## config.mk

```make
export PLATFORM = sky130hd
export DESIGN_NAME = object_transfer_flat
export DESIGN_NICKNAME = d
export VERILOG_FILES = /design/src/rtl/object_transfer_pkg.sv /design/src/rtl/object_transfer_if.sv /design/src/rtl/object_transfer_phase_edge.sv /design/src/rtl/object_transfer.sv /design/src/flat_wrapper.sv
export SDC_FILE = /design/constraint.sdc
export NUM_CORES = 1
export LEC_CHECK = 0
export CORE_ASPECT_RATIO = 1.75
export CORE_MARGIN = 10
export CORE_UTILIZATION = 49
export DETAILED_ROUTE_END_ITERATION = 8
export PLACE_DENSITY = 0.87
export SLEW_MARGIN = 20
export SYNTH_ARGS = -nofsm -noshare
export SYNTH_HDL_FRONTEND = slang
export SYNTH_HIERARCHICAL = 1
export SYNTH_SLANG_ARGS = --single-unit
```

## constraint.sdc

```tcl
create_clock -name CLK_6M -period 1.7 [get_ports CLK_6M]
set_input_delay 0.255 -clock CLK_6M [delete_from_list [all_inputs] [get_ports CLK_6M]]
set_output_delay 0.255 -clock CLK_6M [all_outputs]
set_load 0.01 [all_outputs]
```

## src/rtl/object_transfer_pkg.sv

```systemverilog
// Shared types and constants for the object_transfer sprite-RAM copy engine.
//   - xfer_state_e : engine FSM states
//   - obj_drive_t  : registered object-side bus drive (address, R/W, data enable)
//   - obj_addr()   : 13-bit modulo base+index address helper
package obj_xfer_pkg;

    localparam int unsigned ADDR_W = 13;
    localparam int unsigned DATA_W = 8;
    localparam int unsigned IDX_W  = 12;

    localparam logic [ADDR_W-1:0] SRC_BASE_DEF = 13'h1800;
    localparam logic [ADDR_W-1:0] DST_BASE_DEF = 13'h1000;
    localparam int unsigned       LEN_DEF      = 2048;

    typedef enum logic [2:0] {
        ST_IDLE,
        ST_WAIT_RD,
        ST_READ,
        ST_WAIT_WR,
        ST_WRITE
    } xfer_state_e;

    typedef struct packed {
        logic [ADDR_W-1:0] oa;
        logic              rnw;
        logic              doe;
    } obj_drive_t;

    // Bus values whenever the engine is not in a read or write slot.
    localparam obj_drive_t IDLE_DRIVE = '{oa: '0, rnw: 1'b1, doe: 1'b0};

    // Base plus index, wrapping at the top of the 13-bit address space.
    function automatic logic [ADDR_W-1:0] obj_addr(input logic [ADDR_W-1:0] base,
                                                   input logic [IDX_W-1:0]  idx);
        return ADDR_W'(base + ADDR_W'(idx));
    endfunction

endpackage

```

## src/rtl/object_transfer_if.sv

```systemverilog
// Object-side bus bundle between the copy engine and the bus multiplexer.
//   CLK_1H, VBLANK, DI : into the engine (1H slot phase, vertical blank, read data)
//   OA, ORnW, DO, DOE  : engine bus drive (address, 1=read/0=write, write data, data enable)
//   BUSY               : transfer in progress
// master = engine side, slave = multiplexer / bench side.
interface object_transfer_if;
    import obj_xfer_pkg::*;

    logic              CLK_1H;
    logic              VBLANK;
    logic [DATA_W-1:0] DI;
    logic [ADDR_W-1:0] OA;
    logic              ORnW;
    logic [DATA_W-1:0] DO;
    logic              DOE;
    logic              BUSY;

    modport master (
        input  CLK_1H, VBLANK, DI,
        output OA, ORnW, DO, DOE, BUSY
    );

    modport slave (
        output CLK_1H, VBLANK, DI,
        input  OA, ORnW, DO, DOE, BUSY
    );

endinterface

```

## src/rtl/object_transfer_phase_edge.sv

```systemverilog
// phase_edge: registered level sampler producing one-cycle rise/fall pulses.
//   clk_i   : sampling clock
//   rst_i   : synchronous active-high reset (sample and pulses cleared)
//   level_i : level to watch, synchronous to clk_i
//   rise_o  : registered pulse, level went 0->1
//   fall_o  : registered pulse, level went 1->0
module phase_edge (
    input  logic clk_i,
    input  logic rst_i,
    input  logic level_i,
    output logic rise_o,
    output logic fall_o
);

    logic level_q;
    logic rise_q;
    logic fall_q;

    // Pulses compare the incoming level against the previous sample.
    always_ff @(posedge clk_i) begin
        if (rst_i) begin
            level_q <= 1'b0;
            rise_q  <= 1'b0;
            fall_q  <= 1'b0;
        end else begin
            level_q <= level_i;
            rise_q  <= level_i & ~level_q;
            fall_q  <= ~level_i & level_q;
        end
    end

    assign rise_o = rise_q;
    assign fall_o = fall_q;

endmodule

```

## src/rtl/object_transfer.sv

```systemverilog
// object_transfer: on each VBLANK rise, copy LEN bytes from work RAM at SRC_BASE
// to sprite RAM at DST_BASE, one read slot then one write slot per byte, using
// only the high phases of CLK_1H (object slots granted by the bus multiplexer).
//   CLK_6M : system clock (rising edge)
//   rst    : synchronous active-high reset, aborts any transfer
//   bus    : object_transfer_if.master (CLK_1H, VBLANK, DI in; OA, ORnW, DO, DOE, BUSY out)
// Build option OBJ_XFER_RESTART_EN: when defined, a VBLANK rise during a
// transfer restarts it from index 0; otherwise it is ignored.
module object_transfer
    import obj_xfer_pkg::*;
#(
    parameter logic [ADDR_W-1:0] SRC_BASE = SRC_BASE_DEF,
    parameter logic [ADDR_W-1:0] DST_BASE = DST_BASE_DEF,
    parameter int unsigned       LEN      = LEN_DEF
) (
    input logic               CLK_6M,
    input logic               rst,
    object_transfer_if.master bus
);

    localparam logic [IDX_W-1:0] LAST_IDX = IDX_W'(LEN - 1);

    logic slot_rise;
    logic slot_fall;
    logic vb_rise;
    logic vb_fall_unused;

    xfer_state_e       state_q;
    logic [IDX_W-1:0]  idx_q;
    obj_drive_t        drive_q;
    logic [DATA_W-1:0] data_q;
    logic              busy_q;

    phase_edge u_slot_edge (
        .clk_i   (CLK_6M),
        .rst_i   (rst),
        .level_i (bus.CLK_1H),
        .rise_o  (slot_rise),
        .fall_o  (slot_fall)
    );

    phase_edge u_vb_edge (
        .clk_i   (CLK_6M),
        .rst_i   (rst),
        .level_i (bus.VBLANK),
        .rise_o  (vb_rise),
        .fall_o  (vb_fall_unused)
    );

    // Copy FSM; bus drive is registered on the transition into each slot.
    always_ff @(posedge CLK_6M) begin
        if (rst) begin
            state_q <= ST_IDLE;
            idx_q   <= '0;
            drive_q <= IDLE_DRIVE;
            data_q  <= '0;
            busy_q  <= 1'b0;
        end else begin
            case (state_q)
                ST_IDLE: begin
                    if (vb_rise) begin
                        idx_q   <= '0;
                        busy_q  <= 1'b1;
                        state_q <= ST_WAIT_RD;
                    end
                end
                ST_WAIT_RD: begin
                    // A slot already in progress at start is skipped: only a fresh rise counts.
                    if (slot_rise) begin
                        drive_q <= '{oa: obj_addr(SRC_BASE, idx_q), rnw: 1'b1, doe: 1'b0};
                        state_q <= ST_READ;
                    end
                end
                ST_READ: begin
                    if (slot_fall) begin
                        data_q  <= bus.DI;
                        drive_q <= IDLE_DRIVE;
                        state_q <= ST_WAIT_WR;
                    end
                end
                ST_WAIT_WR: begin
                    if (slot_rise) begin
                        drive_q <= '{oa: obj_addr(DST_BASE, idx_q), rnw: 1'b0, doe: 1'b1};
                        state_q <= ST_WRITE;
                    end
                end
                ST_WRITE: begin
                    if (slot_fall) begin
                        drive_q <= IDLE_DRIVE;
                        if (idx_q == LAST_IDX) begin
                            busy_q  <= 1'b0;
                            state_q <= ST_IDLE;
                        end else begin
                            idx_q   <= idx_q + IDX_W'(1);
                            state_q <= ST_WAIT_RD;
                        end
                    end
                end
                default: begin
                    drive_q <= IDLE_DRIVE;
                    busy_q  <= 1'b0;
                    state_q <= ST_IDLE;
                end
            endcase
`ifdef OBJ_XFER_RESTART_EN
            // New frame mid-transfer: drop the current byte and start over.
            if (vb_rise && (state_q != ST_IDLE)) begin
                idx_q   <= '0;
                drive_q <= IDLE_DRIVE;
                state_q <= ST_WAIT_RD;
            end
`endif
        end
    end

    assign bus.OA   = drive_q.oa;
    assign bus.ORnW = drive_q.rnw;
    assign bus.DOE  = drive_q.doe;
    assign bus.DO   = data_q;
    assign bus.BUSY = busy_q;

endmodule

```

## src/flat_wrapper.sv

```systemverilog
// flat-port wrapper written by rule: the top's interface ports become plain ports
module object_transfer_flat import obj_xfer_pkg::*;
#(
    parameter logic [ADDR_W-1:0] SRC_BASE = SRC_BASE_DEF,
    parameter logic [ADDR_W-1:0] DST_BASE = DST_BASE_DEF,
    parameter int unsigned       LEN      = LEN_DEF
)
  (CLK_6M, rst, bus_CLK_1H, bus_VBLANK, bus_DI, bus_OA, bus_ORnW, bus_DO, bus_DOE, bus_BUSY);
  object_transfer_if bus_i ();
  input logic CLK_6M;
  input logic rst;
  input wire logic [$bits(bus_i.CLK_1H)-1:0] bus_CLK_1H;
  input wire logic [$bits(bus_i.VBLANK)-1:0] bus_VBLANK;
  input wire logic [$bits(bus_i.DI)-1:0] bus_DI;
  output wire logic [$bits(bus_i.OA)-1:0] bus_OA;
  output wire logic [$bits(bus_i.ORnW)-1:0] bus_ORnW;
  output wire logic [$bits(bus_i.DO)-1:0] bus_DO;
  output wire logic [$bits(bus_i.DOE)-1:0] bus_DOE;
  output wire logic [$bits(bus_i.BUSY)-1:0] bus_BUSY;
  assign bus_i.CLK_1H = bus_CLK_1H;
  assign bus_i.VBLANK = bus_VBLANK;
  assign bus_i.DI = bus_DI;
  assign bus_OA = bus_i.OA;
  assign bus_ORnW = bus_i.ORnW;
  assign bus_DO = bus_i.DO;
  assign bus_DOE = bus_i.DOE;
  assign bus_BUSY = bus_i.BUSY;
  object_transfer #(.SRC_BASE(SRC_BASE), .DST_BASE(DST_BASE), .LEN(LEN)) u_core (.CLK_6M(CLK_6M), .rst(rst), .bus(bus_i));
endmodule
```

# Word level (Yosys, flattened, before mapping)
# Cells that the tools add are included.
[word_totals]
ram_bits = 0
rom_bits = 0
ff_bits = 44
latchBits = 0
mem_count = 0
output_inout_bits = 24
[classes]
muxes = 19
n_eq_ne = 13
n_addsub = 3
div_mod_pow = 0
bitwise_logic = 8
mul = 0
shift = 0
n_reduce_logical = 9
n_lt_le_gt_ge = 0
[ops]
columns = ["operator", "n"]
rows = [
  ["one-hot mux 15 bit (4 select lines)", 1],
  ["two-way mux 15 bit", 3],
  ["two-way mux 12 bit", 3],
  ["adder 13 x 12 -> 13 bit (first input constant)", 2],
  ["one-hot mux 12 bit (2 select lines)", 1],
  ["two-way mux 3 bit", 5],
  ["one-hot mux 3 bit (5 select lines)", 1],
  ["adder 12 x 1 -> 12 bit (second input constant)", 1],
  ["== test 12 x 11 -> 1 bit (second input constant)", 1],
  ["!= test 2 bit (second input constant)", 6],
  ["AND reduction 4 bit", 3],
  ["== test 3 x 2 -> 1 bit (second input constant)", 2],
  ["inverter 1 bit", 5],
  ["AND reduction 5 bit", 1],
  ["two-way mux 1 bit", 4],
  ["!= test 2 x 1 -> 1 bit (second input constant)", 2],
  ["AND 1 bit", 3],
  ["== test 3 x 1 -> 1 bit (second input constant)", 1],
  ["== test 3 bit (second input constant)", 1],
  ["logical NOT 3 bit", 1],
  ["one-hot mux 1 bit (3 select lines)", 1],
  ["OR reduction 3 bit", 1],
  ["AND reduction 2 bit", 1],
  ["nonzero test 2 bit", 1],
  ["OR reduction 2 bit", 1],
]

# Longest topological paths before layout
[depth]
word_depth = 4
mapped_depth = 6

# Modules after synthesis
# The synthesis kept the hierarchy.
[by_module_without_submodules]
columns = ["module", "n_inst", "area_per_inst_um2", "seq_area_each_um2", "cells_each"]
rows = [
  ["object_transfer", 1, 1874.3, 780.7, 212],
  ["phase_edge", 2, 91.3, 60.1, 6],
]

# Worst setup path before layout
# No wires, ideal clock.
[synth_timing]
path_type = "flip-flop to flip-flop"
startpoint = "register u_core.idx_q[0]"
endpoint = "register u_core.idx_q[7]"
required_time_ns = 1.583
n_path_buf = 1
setup_ns = 0.117
arrival_time_ns = 1.385
path_stages_with_launch = 7
slack_ns = 0.198
path_cell_list = "dfxtp_1 -> ha_1 -> and3_1 -> nand4_1 -> buf_4 -> nand3_1 -> a32o_1"
[synth_via]
elab_chain_cells = 4
[synth_lines]
columns = ["item", "line_no", "rtl"]
rows = [
  ["start, declared", "object_transfer.sv:29", "logic [IDX_W-1:0] idx_q;"],
  ["start signal, assigned", "object_transfer.sv:94", "idx_q <= idx_q + IDX_W'(1);"],
  ["adder 12 x 1 -> 12 bit", "object_transfer.sv:94", ""],
  ["two-way mux 12 bit", "object_transfer.sv:90", "if (idx_q == LAST_IDX) begin"],
  ["two-way mux 12 bit", "object_transfer.sv:88", "if (slot_fall) begin"],
  ["one-hot mux 12 bit (2 select lines)", "object_transfer.sv:59", "case (state_q)"],
]
# Several ways; a longest one is shown, not always the timed one. The select of a mux whose other input is x is not followed.
# A chain may end at the register's enable or synchronous reset.

# Worst setup path after layout
[layout_timing]
startpoint = "register u_core.idx_q[3]"
endpoint = "register u_core.idx_q[11]"
# The elaborated chain is that of the path after synthesis.

==> out/results.tsv <==
stage	metric	value	unit
finish	finalNonFillerCells	313	
critical_path	worst-path-max-fanout	6	
sta	fin_skew	4.36	ps
finish	multi_input_area	1040	µm²
critical_path	cp_data_required_time	1890	ps
power_and_ir_drop	p_leak	0.854	nW
floorplan	fp.dieW	68.6	µm
critical_path	crit_chain	nand4_1, nor4_2, o211ai_1, a32o_1	
floorplan	core_area	3940	µm²
finish	relative_area_change_from_synthesis_to_final_layout	28.1	%
clock_tree	cts.repair_timing.setup_buffer_count	0	
synth	post_synth.cell_area_avg	9.12	µm²
drt	routed_wirelength	5040	µm
critical_path	worst-setup-path-type	reg -> reg	
grt	gr-usage-all-layers	15.0	%
synth	synth_nets	235	
floorplan	dieArea	7200	µm²
sta	relSlewSlack	67.6	%
drt	detailedRoute.firstPassIterationCount	4	
clock_tree	worstSkewPairLatency	290	ps
drt	antenna_violating_nets_post_route	0	
power_and_ir_drop	share_clk_of_total_power	39.0	%
finish	design.final.nets	277	
drt	detail_route.iter0.violations	74	
finish	drive_above_1_share	15.1	%
clock_tree	tritoncts	built	
clock_tree	clk_pin_slew_worst_paths	80	ps
drt	drc	0	
clock_tree	htree_levels	2	
power_and_ir_drop	total_power_after_layout	1.97	mW
run_status	run_status	complete, no violations	
grt	grt_start_max_net_pins	31	
finish	final-seq-area	882	µm²
placement	io_buffer_count	35	
flow_run	drv_cap	0	
sta	setup_viol_count_final	0	
sta	tightest_slew	485	ps
finish	num_antenna_cells	0	
clock_tree	cts-root-to-sink-buffers	2	
floorplan	die-height	105	µm
power_and_ir_drop	power.ir.vdd_worst	0.000773	V
drt	wl_per_cell	16.1	µm
sta	final_min_period_over_clock_period	93.3	%
sta	final.min_clock_period	1590	ps
critical_path	worstPathArrival	1770	ps
power_and_ir_drop	seq_power_share	53.7	%
placement	place.detailed.hpwl	3820	µm
synth	post_synth_instance_area	2020	µm²
synth	synthesis.instances	222	
finish	postLayoutCoreUtil	65.8	%
critical_path	worst_setup_path_start_kind	flip-flop	
power_and_ir_drop	power.share.switching	21.7	%
finish	filler_cell_count	368	
critical_path	worst_path_largest_cell_delay	440	ps
clock_tree	library_cell_used_as_clock_root_buffer	sky130_fd_sc_hd__clkbuf_8	
power_and_ir_drop	p_comb_share	7.3	%
grt	grt_pass1_vias	1867	
critical_path	slowest_stage	sky130_fd_sc_hd__dfxtp_1	
power_and_ir_drop	power.density_cell_area	760	nW/µm²
placement	globalplace.congestion	0.972	
placement	dp_cells	305	
sta	slew_violations	0	
grt	number_of_antenna_violations_at_the_first_check_in_global_routing	0	
clock_tree	numCtsBuffers	5	
drt	detail_route.vias_per_cell	5.77	
synth	synth.yosys.warnings	6	
floorplan	floorplan.initialDensity	51.4	%
floorplan	ioPinCount	36	
sta	clock.fmax	631	MHz
power_and_ir_drop	cellInternalPower	1.54	mW
grt	total_global_routing_overflow	0	
sta	final.hold.worst_slack	420	ps
sta	finalHoldViolCount	0	
power_and_ir_drop	p_sw	0.428	mW
critical_path	critPathCaptureType	flip-flop	
drt	dr_total_vias	1807	
floorplan	placement_rows	30	
clock_tree	cts.sinks	44	
min_path	min-delay-path-class	reg -> reg	
grt	wire_length_of_the_first_global_routing_pass	8710	µm
[worst paths after layout]
path | startpoint | to | slack (ps) | cells past startpoint
setup / recovery | u_core/idx_q[3] | u_core/idx_q[11] | 110 | 4
hold / removal | u_core/u_vb_edge/level_q | u_core/u_vb_edge/rise_o | 420 | 1
setup reg to reg | u_core/idx_q[3] | u_core/idx_q[11] | 110 | 4
hold reg to reg | u_core/u_vb_edge/level_q | u_core/u_vb_edge/rise_o | 420 | 1
[power by group through the flow]
stage               Clock [mW]  Sequential, mW  Combinational (mW)
finish                   0.768            1.06               0.143
global route             0.840            1.06               0.157
CTS                      0.799            1.06               0.142
detailed placement           0            1.08               0.142
global placement             0            1.08               0.138
floorplan                    0            1.07              0.0885
[metal layers]
metal,track usage (%),part of all wire (%)
met1,16.0,38
met2,25.8,55
met3,4.92,5.9
met4,5.35,1.4
met5,0,0
[cell type report]
cell class / instances / area share, %
timing repair buffer: 50 / 18.8
inverter: 3 / 0.434
clock buffer: 6 / 2.80
tap: 48 / 2.32
multi-input combinational: 160 / 40.3
sequential: 44 / 34.0
clock inverter: 2 / 1.35
[repair_timing]
item                       4_1_cts  5_1_grt
hold buffers                     0        0
resized for setup                0        2
setup endpoints to repair        0       14
[flip-flops by register name (all words and copies together), names as in the netlist]
signal,cells
u_core/bus.ORnW,1
u_core/bus.DOE,1
u_core/bus.OA,13
u_core/bus.BUSY,1
u_core/u_slot_edge/fall_o,1
u_core/u_slot_edge/level_q,1
u_core/u_slot_edge/rise_o,1
u_core/u_vb_edge/rise_o,1
u_core/idx_q,12
u_core/state_q,3
u_core/u_vb_edge/level_q,1
u_core/bus.DO,8
[critical path: cells and delay by family (launching register included)]
kind             cells  cell delay [ps]
AND/OR/NAND/NOR      2              700
AO/OA/AOI/OAI        2              340
flip-flops           1              440
[through the flow]
step	instance area [µm²]	setup slack, ps	setup TNS, ps
finish	2590	115	0
global route	2590	-14.4	-14.4
CTS	2580	75.1	0
detailed placement	2480	91.4	0
global placement	2480	128	0
floorplan	2020	198	0
[cells in the final DEF, fill, tap and decap left out, drive strengths merged, types with 2 or more instances in the layout]
master / count
dfxtp: 44
clkdlybuf4s50: 35
nand2: 22
a21oi: 21
nand3: 17
nor2: 15
buf: 15
o21ai: 10
mux2i: 8
nand4: 6
clkbuf: 6
nand2b: 5
nor2b: 5
a32o: 5
a31oi: 4
o211ai: 4
nor3b: 4
inv: 3
a311oi: 3
nor3: 3
nor4: 3
and3: 2
and4: 2
and2: 2
or2: 2
(Power assumes the default switching activity.)
